`src/rtl/alu_cmd_sequencer.sv`:
```
// Command FIFO + issue FSM in front of the tiny ALU, with a one-entry response register.
// Optional macro ALU_TIMEOUT_EN adds an ISSUE-state watchdog that aborts hung operations.
module alu_cmd_sequencer #(
  parameter int FIFO_DEPTH     = 4,
  parameter int TIMEOUT_CYCLES = 15
) (
  input  logic        clk,
  input  logic        reset_n,
  input  logic        cmd_valid,
  output logic        cmd_ready,
  input  logic [7:0]  cmd_a,
  input  logic [7:0]  cmd_b,
  input  logic [2:0]  cmd_op,
  output logic [7:0]  alu_a,
  output logic [7:0]  alu_b,
  output logic [2:0]  alu_op,
  output logic        alu_start,
  input  logic        alu_done,
  input  logic [15:0] alu_result,
  output logic        rsp_valid,
  input  logic        rsp_ready,
  output logic [15:0] rsp_result,
  output logic [2:0]  rsp_op,
  output logic        rsp_timeout,
  output logic        illegal_op_seen,
  output logic        busy
);

  localparam int AW = $clog2(FIFO_DEPTH);

  if (FIFO_DEPTH < 2 || (FIFO_DEPTH & (FIFO_DEPTH - 1)) != 0 || TIMEOUT_CYCLES < 1) begin : g_bad_param
    $error("alu_cmd_sequencer: FIFO_DEPTH must be a power of 2 >= 2 and TIMEOUT_CYCLES >= 1");
  end

  typedef enum logic [1:0] {S_IDLE, S_ISSUE, S_GAP} state_t;

  // Entry layout: {op, a, b}
  logic [18:0] fifo_mem [FIFO_DEPTH];
  logic [AW:0] wr_ptr_reg, rd_ptr_reg;
  state_t      state_reg;

  logic [18:0] head;
  logic [2:0]  head_op;
  logic        fifo_empty, fifo_full, push;
  logic        head_legal, rsp_free, issue_now, drop_now;

  assign fifo_empty = (wr_ptr_reg == rd_ptr_reg);
  assign fifo_full  = (wr_ptr_reg[AW] != rd_ptr_reg[AW]) &&
                      (wr_ptr_reg[AW-1:0] == rd_ptr_reg[AW-1:0]);
  assign cmd_ready  = !fifo_full;
  assign push       = cmd_valid && !fifo_full;
  assign busy       = !fifo_empty || (state_reg != S_IDLE);

  assign head       = fifo_mem[rd_ptr_reg[AW-1:0]];
  assign head_op    = head[18:16];
  assign head_legal = (head_op >= 3'b001) && (head_op <= 3'b100);
  assign rsp_free   = !rsp_valid || rsp_ready;

  // Issue from IDLE or straight out of GAP; no-op/illegal heads are only discarded in IDLE.
  assign issue_now = !fifo_empty && head_legal && rsp_free &&
                     ((state_reg == S_IDLE) || (state_reg == S_GAP));
  assign drop_now  = !fifo_empty && !head_legal && (state_reg == S_IDLE);

  always_ff @(posedge clk) begin
    if (push) begin
      fifo_mem[wr_ptr_reg[AW-1:0]] <= {cmd_op, cmd_a, cmd_b};
    end
  end

  always_ff @(posedge clk) begin
    if (!reset_n) begin
      wr_ptr_reg <= '0;
    end else if (push) begin
      wr_ptr_reg <= wr_ptr_reg + 1'b1;
    end
  end

`ifdef ALU_TIMEOUT_EN
  localparam int TW = $clog2(TIMEOUT_CYCLES + 1);
  logic [TW-1:0] to_cnt_reg;
  logic          rsp_timeout_reg;
  assign rsp_timeout = rsp_timeout_reg;
`else
  assign rsp_timeout = 1'b0;
`endif

  always_ff @(posedge clk) begin
    if (!reset_n) begin
      rd_ptr_reg      <= '0;
      state_reg       <= S_IDLE;
      alu_a           <= '0;
      alu_b           <= '0;
      alu_op          <= '0;
      alu_start       <= 1'b0;
      rsp_valid       <= 1'b0;
      rsp_result      <= '0;
      rsp_op          <= '0;
      illegal_op_seen <= 1'b0;
`ifdef ALU_TIMEOUT_EN
      to_cnt_reg      <= '0;
      rsp_timeout_reg <= 1'b0;
`endif
    end else begin
      // A response loaded later in this block overrides the clear.
      if (rsp_valid && rsp_ready) begin
        rsp_valid <= 1'b0;
      end

      if (issue_now || drop_now) begin
        rd_ptr_reg <= rd_ptr_reg + 1'b1;
      end
      if (drop_now && head_op != 3'b000) begin
        illegal_op_seen <= 1'b1;
      end

      if (issue_now) begin
        alu_op    <= head_op;
        alu_a     <= head[15:8];
        alu_b     <= head[7:0];
        alu_start <= 1'b1;
        state_reg <= S_ISSUE;
`ifdef ALU_TIMEOUT_EN
        to_cnt_reg <= '0;
`endif
      end else begin
        case (state_reg)
          S_ISSUE: begin
            if (alu_done) begin
              rsp_result <= alu_result;
              rsp_op     <= alu_op;
              rsp_valid  <= 1'b1;
              alu_start  <= 1'b0;
              state_reg  <= S_GAP;
`ifdef ALU_TIMEOUT_EN
              rsp_timeout_reg <= 1'b0;
            end else if (to_cnt_reg == TW'(TIMEOUT_CYCLES - 1)) begin
              rsp_result      <= 16'h0000;
              rsp_op          <= alu_op;
              rsp_timeout_reg <= 1'b1;
              rsp_valid       <= 1'b1;
              alu_start       <= 1'b0;
              state_reg       <= S_GAP;
            end else begin
              to_cnt_reg <= to_cnt_reg + 1'b1;
`endif
            end
          end
          S_GAP:   state_reg <= S_IDLE;
          default: state_reg <= S_IDLE;
        endcase
      end
    end
  end

endmodule

```
`config.mk`:
```
export PLATFORM = sky130hd
export DESIGN_NAME = alu_cmd_sequencer
export DESIGN_NICKNAME = d
export VERILOG_FILES = /design/src/rtl/alu_cmd_sequencer.sv
export SDC_FILE = /design/constraint.sdc
export NUM_CORES = 1
export LEC_CHECK = 0
export ABC_AREA = 1
export CAP_MARGIN = 5
export CORE_MARGIN = 2
export CORE_UTILIZATION = 40
export DETAILED_ROUTE_END_ITERATION = 8
export SYNTH_ARGS = -nofsm -noshare
export SYNTH_HDL_FRONTEND = slang
export SYNTH_SLANG_ARGS = --single-unit
```
`constraint.sdc`:
```
create_clock -name clk -period 6.4 [get_ports clk]
set_input_delay 0.96 -clock clk [delete_from_list [all_inputs] [get_ports clk]]
set_output_delay 0.96 -clock clk [all_outputs]
set_load 0.1 [all_outputs]
```
======== Word-level counts from Yosys, hierarchy flattened ========
Memories as Yosys holds them, arrays and structs flattened. A register that Yosys moved wholly into a read port is not among the register bits.
Index checks and enable logic that the tools add are counted.
Widths: inputs -> output; s select.
word-level totals
  memories ................................ 1
  output and inout bits ................... 44
  bits in writable memories ............... 76
  word-level logic and storage cells ...... 66
  input port bits ......................... 40
  register bits ........................... 49
memory list
  memory    depth  width  rd ports  clocked after Yosys merged registers in  wr ports  line  source
  fifo_mem  4      19     1         1                                        1         38    logic [18:0] fifo_mem [FIFO_DEPTH];
operators by class
  eq/ne operators ......................... 6
  muxes and demuxes ....................... 14
  bitwise logic cells ..................... 3
  order comparisons ....................... 2
  reductions and logical operators ........ 26
  $add $sub $neg .......................... 2
operators by type and width
  operator             number
  $mux 1               12
  $logic_and 1x1->1    10
  $add 3x1->3 const B  2
  $reduce_bool 2->1    3
  $logic_not 1->1      4
  $logic_or 1x1->1     4
  $mux 2               2
  $eq 3x3->1           1
  $ge 3x1->1 const B   1
  $le 3x3->1 const B   1
  $ne 3x3->1 const B   1
  $not 1->1            3
  $reduce_and 3->1     1
  $reduce_bool 3->1    1
  $reduce_or 3->1      1
  $eq 2x1->1 const B   1
  $eq 2x2->1           1
  $eq 2x2->1 const B   1
  $logic_not 2->1      1
  $reduce_and 2->1     1
  $ne 1x1->1           1

======== Longest topological paths before layout ========
  word-level depth ........................ 8
  depth in mapped cells ................... 13

======== Least setup slack after synthesis ========
No wires, ideal clock.
  kind .................................... register to register
  from .................................... register wr_ptr_reg[0]
  to ...................................... memory fifo_mem[3][0], enable pin
  slack ................................... 3,320 ps
  data required time ...................... 6,004 ps
  data arrival time ....................... 2,684 ps
  cell stages (with the launch flop) ...... 8
  buffers on the path ..................... 0
  library setup time ...................... 396 ps
  cell sequence ........................... dfxtp_1 -> inv_2 -> nand2_1 -> nand2_1 -> and2_1 -> nand3_1 -> nand2_1 -> nor2_1
on the way
  cells in the longest elaborated chain, start to end .. 6
ends and longest elaborated chain
  element                       line  source
  from (decl)                   39    logic [AW:0] wr_ptr_reg, rd_ptr_reg;
  from (signal assigned)        74    wr_ptr_reg <= wr_ptr_reg + 1'b1;
  $eq 2x2->1                    49    (wr_ptr_reg[AW-1:0] == rd_ptr_reg[AW-1:0]);
  $logic_and 1x1->1             48    assign fifo_full = (wr_ptr_reg[AW] != rd_ptr_reg[AW]) &&
  $logic_not 1->1               -
  named net cmd_ready           10    output logic cmd_ready,
  $logic_and 1x1->1             51    assign push = cmd_valid && !fifo_full;
  $mux 1                        65    if (push) begin
  $mux 1 (not written as such)  66    fifo_mem[wr_ptr_reg[AW-1:0]] <= {cmd_op, cmd_a, cmd_b};
  to (decl)                     38
The timed path passes the listed nets, and every way through them passes these cells.

======== Final worst setup path ========
  from .................................... register wr_ptr_reg[1]
  to ...................................... output cmd_ready
on the way
  cells in the longest elaborated chain, start to end .. 3
ends and longest elaborated chain
  element            line  source
  $eq 2x2->1         49
  $logic_and 1x1->1  48
  $logic_not 1->1    50    assign cmd_ready = !fifo_full;
  to (decl)          10
Every way passes these cells.

==> reports/metrics.cfg <==
[sta]
fin_crit_sh_pct = 52.5
finalSetupViolCount = 0
finalClockSkew_ns = 0.00812
rsz0062_at_grt = false
slew_violations = 0
slew-limit-headroom_pct = 33.1
finalSetupTns_ns = 0
max_freq_mhz = 297
finalHoldViolCount = 0
tightest_slew_ns = 1.00
period_needed_ns = 3.36

[logic_synthesis]
syn_area_um2 = 4880
synthCells = 456
ys_warn_count = 0
synth_seq_cells = 127
ys_seq_area_share_pct = 67.7
synth_cell_types = 27
syn_area_per_cell_um2 = 10.7
syn-num-nets = 501

[clocking]
clockBufferDepth = 2
path_clk_slew_ns = 0.06
hold_buffers = 0
cts_setup_buffers = 0
cts_tree = yes
clkSinkCount = 127
cts_root_buf = clkbuf_16
clock_latency_ns = 0.41
h-tree-depth = 4
cts_resized = 0
cts_buffers = 17

[grt]
grt_pass1_vias = 3322
grt_first_pass_wirelength_mm = 16.7
grt_max_degree = 44
overflow = 0
antenna_found_initial = 0
track_usage_pct = 16.7

[place]
dp_hpwl_mm = 6.09
numPortBuffers = 82
gp_congestion = 0.771

[finish]
n_antenna_cell = 0
fin_nets = 582
utilization_pct = 52.9
area_growth_pct = 29.8
final_cell_mix = clkdlybuf4s50_1 (82), edfxtp_1 (76), nand2_1 (56), dfxtp_1 (51), nor2_1 (48)
drive_gt1_share_pct = 8.55
final_common_cell = clkdlybuf4s50_1
largest_reg_flops = 76
nFillCells = 1055

[floorplanning]
core_um2 = 12000
die_area_um2 = 13100
rows = 40
die_h_um = 114
fp.dieW_um = 114
start_util_pct = 40.8
io_pins = 84

[detailed_routing]
via_count = 3424
drtPass1Iterations = 4
drt_iter0_drc = 257
final_antenna_net_count = 0
viasPerCell = 4.91
drc = 0
wl_mm = 10.4
wl_per_cell_um = 14.9

[worst_hold_path]
hold_path.class = flip-flop to flip-flop
worstHoldStart = alu_b[2]
hold_depth = 2

[critical_path]
cp-end-kind = primary output
cp_max_fo = 4
cp.arrival_ns = 2.40
startpoint = wr_ptr_reg[1]
worstPathRequired_ns = 5.44
worstSetupPathType = flip-flop to primary output
r2r_cells = 9
worstSetupStartpointType = flip-flop

[pwr]
p_seq_share_pct = 33.2
vdd_drop_max_mv = 0.268
switchingPower_mw = 1.32
p_leak_nw = 2.28
internal_power_mw = 1.84
p_per_area_nw_per_um2 = 498
p_sw_share_pct = 41.8
power_frac_comb_pct = 38.9
pwr-share-clk_pct = 27.9

[run]
cap_violations = 0

[outcome]
status = complete, no violations

## cell families (layout without fill, tap and decap cells)
family,Yosys count,after routing,share of synthesized area (%)
compound gates,112,112,11.9
xor+xnor,1,1,0.180
fa+ha+maj,5,5,1.28
buf+inv,63,157,5.59
flops,127,127,67.7
other cells,1,1,0.0769
simple gates,147,147,13.2
## power by group through the flow
stage	Combinational [mW]	Clock [mW]	Sequential, mW
floorplan	0.546	0	1.49
global placement	1.23	0	1.06
detailed placement	1.24	0	1.07
CTS	1.24	0.894	1.05
global route	1.32	0.931	1.06
finish	1.23	0.878	1.05
## layout make-up
type,count,area (um^2),area share (%)
Clock inverter,7,62.6,0.988
Multi-Input combinational cell,266,1300,20.6
Inverter,37,139,2.19
Timing Repair Buffer,88,866,13.7
Clock buffer,25,475,7.51
Tap cell,147,184,2.90
Sequential cell,127,3300,52.2
## metrics by stage
step | power (mW) | worst slack [ns] | hold WS (ns) | instances | cell area, um^2
3_5_place_dp | 2.30 | 3.45 | 0.441 | 665 | 5790
5_1_grt | 3.32 | 2.91 | 0.469 | 697 | 6330
3_3_place_gp | 2.29 | 3.48 | 0.433 | 665 | 5790
6_report | 3.15 | 3.04 | 0.447 | 697 | 6330
2_1_floorplan | 2.04 | 3.32 | 0.494 | 456 | 4880
4_1_cts | 3.19 | 3.01 | 0.450 | 697 | 6330
## worst max-delay path, stage by stage (launching register included)
cell,delay [ns]
dfxtp_1,0.39
inv_2,0.08
nand2_1,0.07
nand2_1,0.06
and2_1,0.15
nand3_1,0.09
clkdlybuf4s50_1,1.15
## Yosys cell counts
| cell type | count | share of area [%] |
|---|---|---|
| a31oi_1 | 1 | 0.13 |
| o22ai_1 | 16 | 2.1 |
| nand3_1 | 29 | 3.0 |
| edfxtp_1 | 76 | 47 |
| clkbuf_1 | 17 | 1.3 |
| buf_1 | 1 | 0.077 |
| nand3_2 | 3 | 0.62 |
| nand3_4 | 1 | 0.36 |
| o21ai_0 | 35 | 3.6 |
| inv_1 | 31 | 2.4 |
| buf_6 | 3 | 0.69 |
| nand2_1 | 56 | 4.3 |
| nand2_2 | 5 | 0.64 |
| nor2_1 | 48 | 3.7 |
| buf_2 | 2 | 0.21 |
| conb_1 | 1 | 0.077 |
| a21oi_1 | 44 | 4.5 |
| buf_4 | 3 | 0.46 |
| nand4_1 | 1 | 0.13 |
| and2_1 | 1 | 0.13 |
| and3_1 | 1 | 0.13 |
| o21ai_1 | 16 | 1.6 |
| or2_0 | 2 | 0.26 |
| ha_1 | 5 | 1.3 |
| inv_2 | 6 | 0.46 |
| xor2_1 | 1 | 0.18 |
| dfxtp_1 | 51 | 21 |
## path summary, 6_finish.rpt
kind / slack, ns / to
max reg2reg: 3.75 / flip-flop
min: 0.45 / alu_b[2]
max: 3.04 / cmd_ready
min reg2reg: 0.45 / alu_b[2]
## routing by layer
layer | GRT usage (%) | vias up | wire, um
met5 | 0 | - | 0
met4 | 7.89 | 0 | 236
met3 | 5.08 | 21 | 735
met2 | 26.0 | 113 | 4520
met1 | 21.2 | 1556 | 4890
li1 | - | 1734 | -
Note: power is estimated with default switching activity, not from simulation.
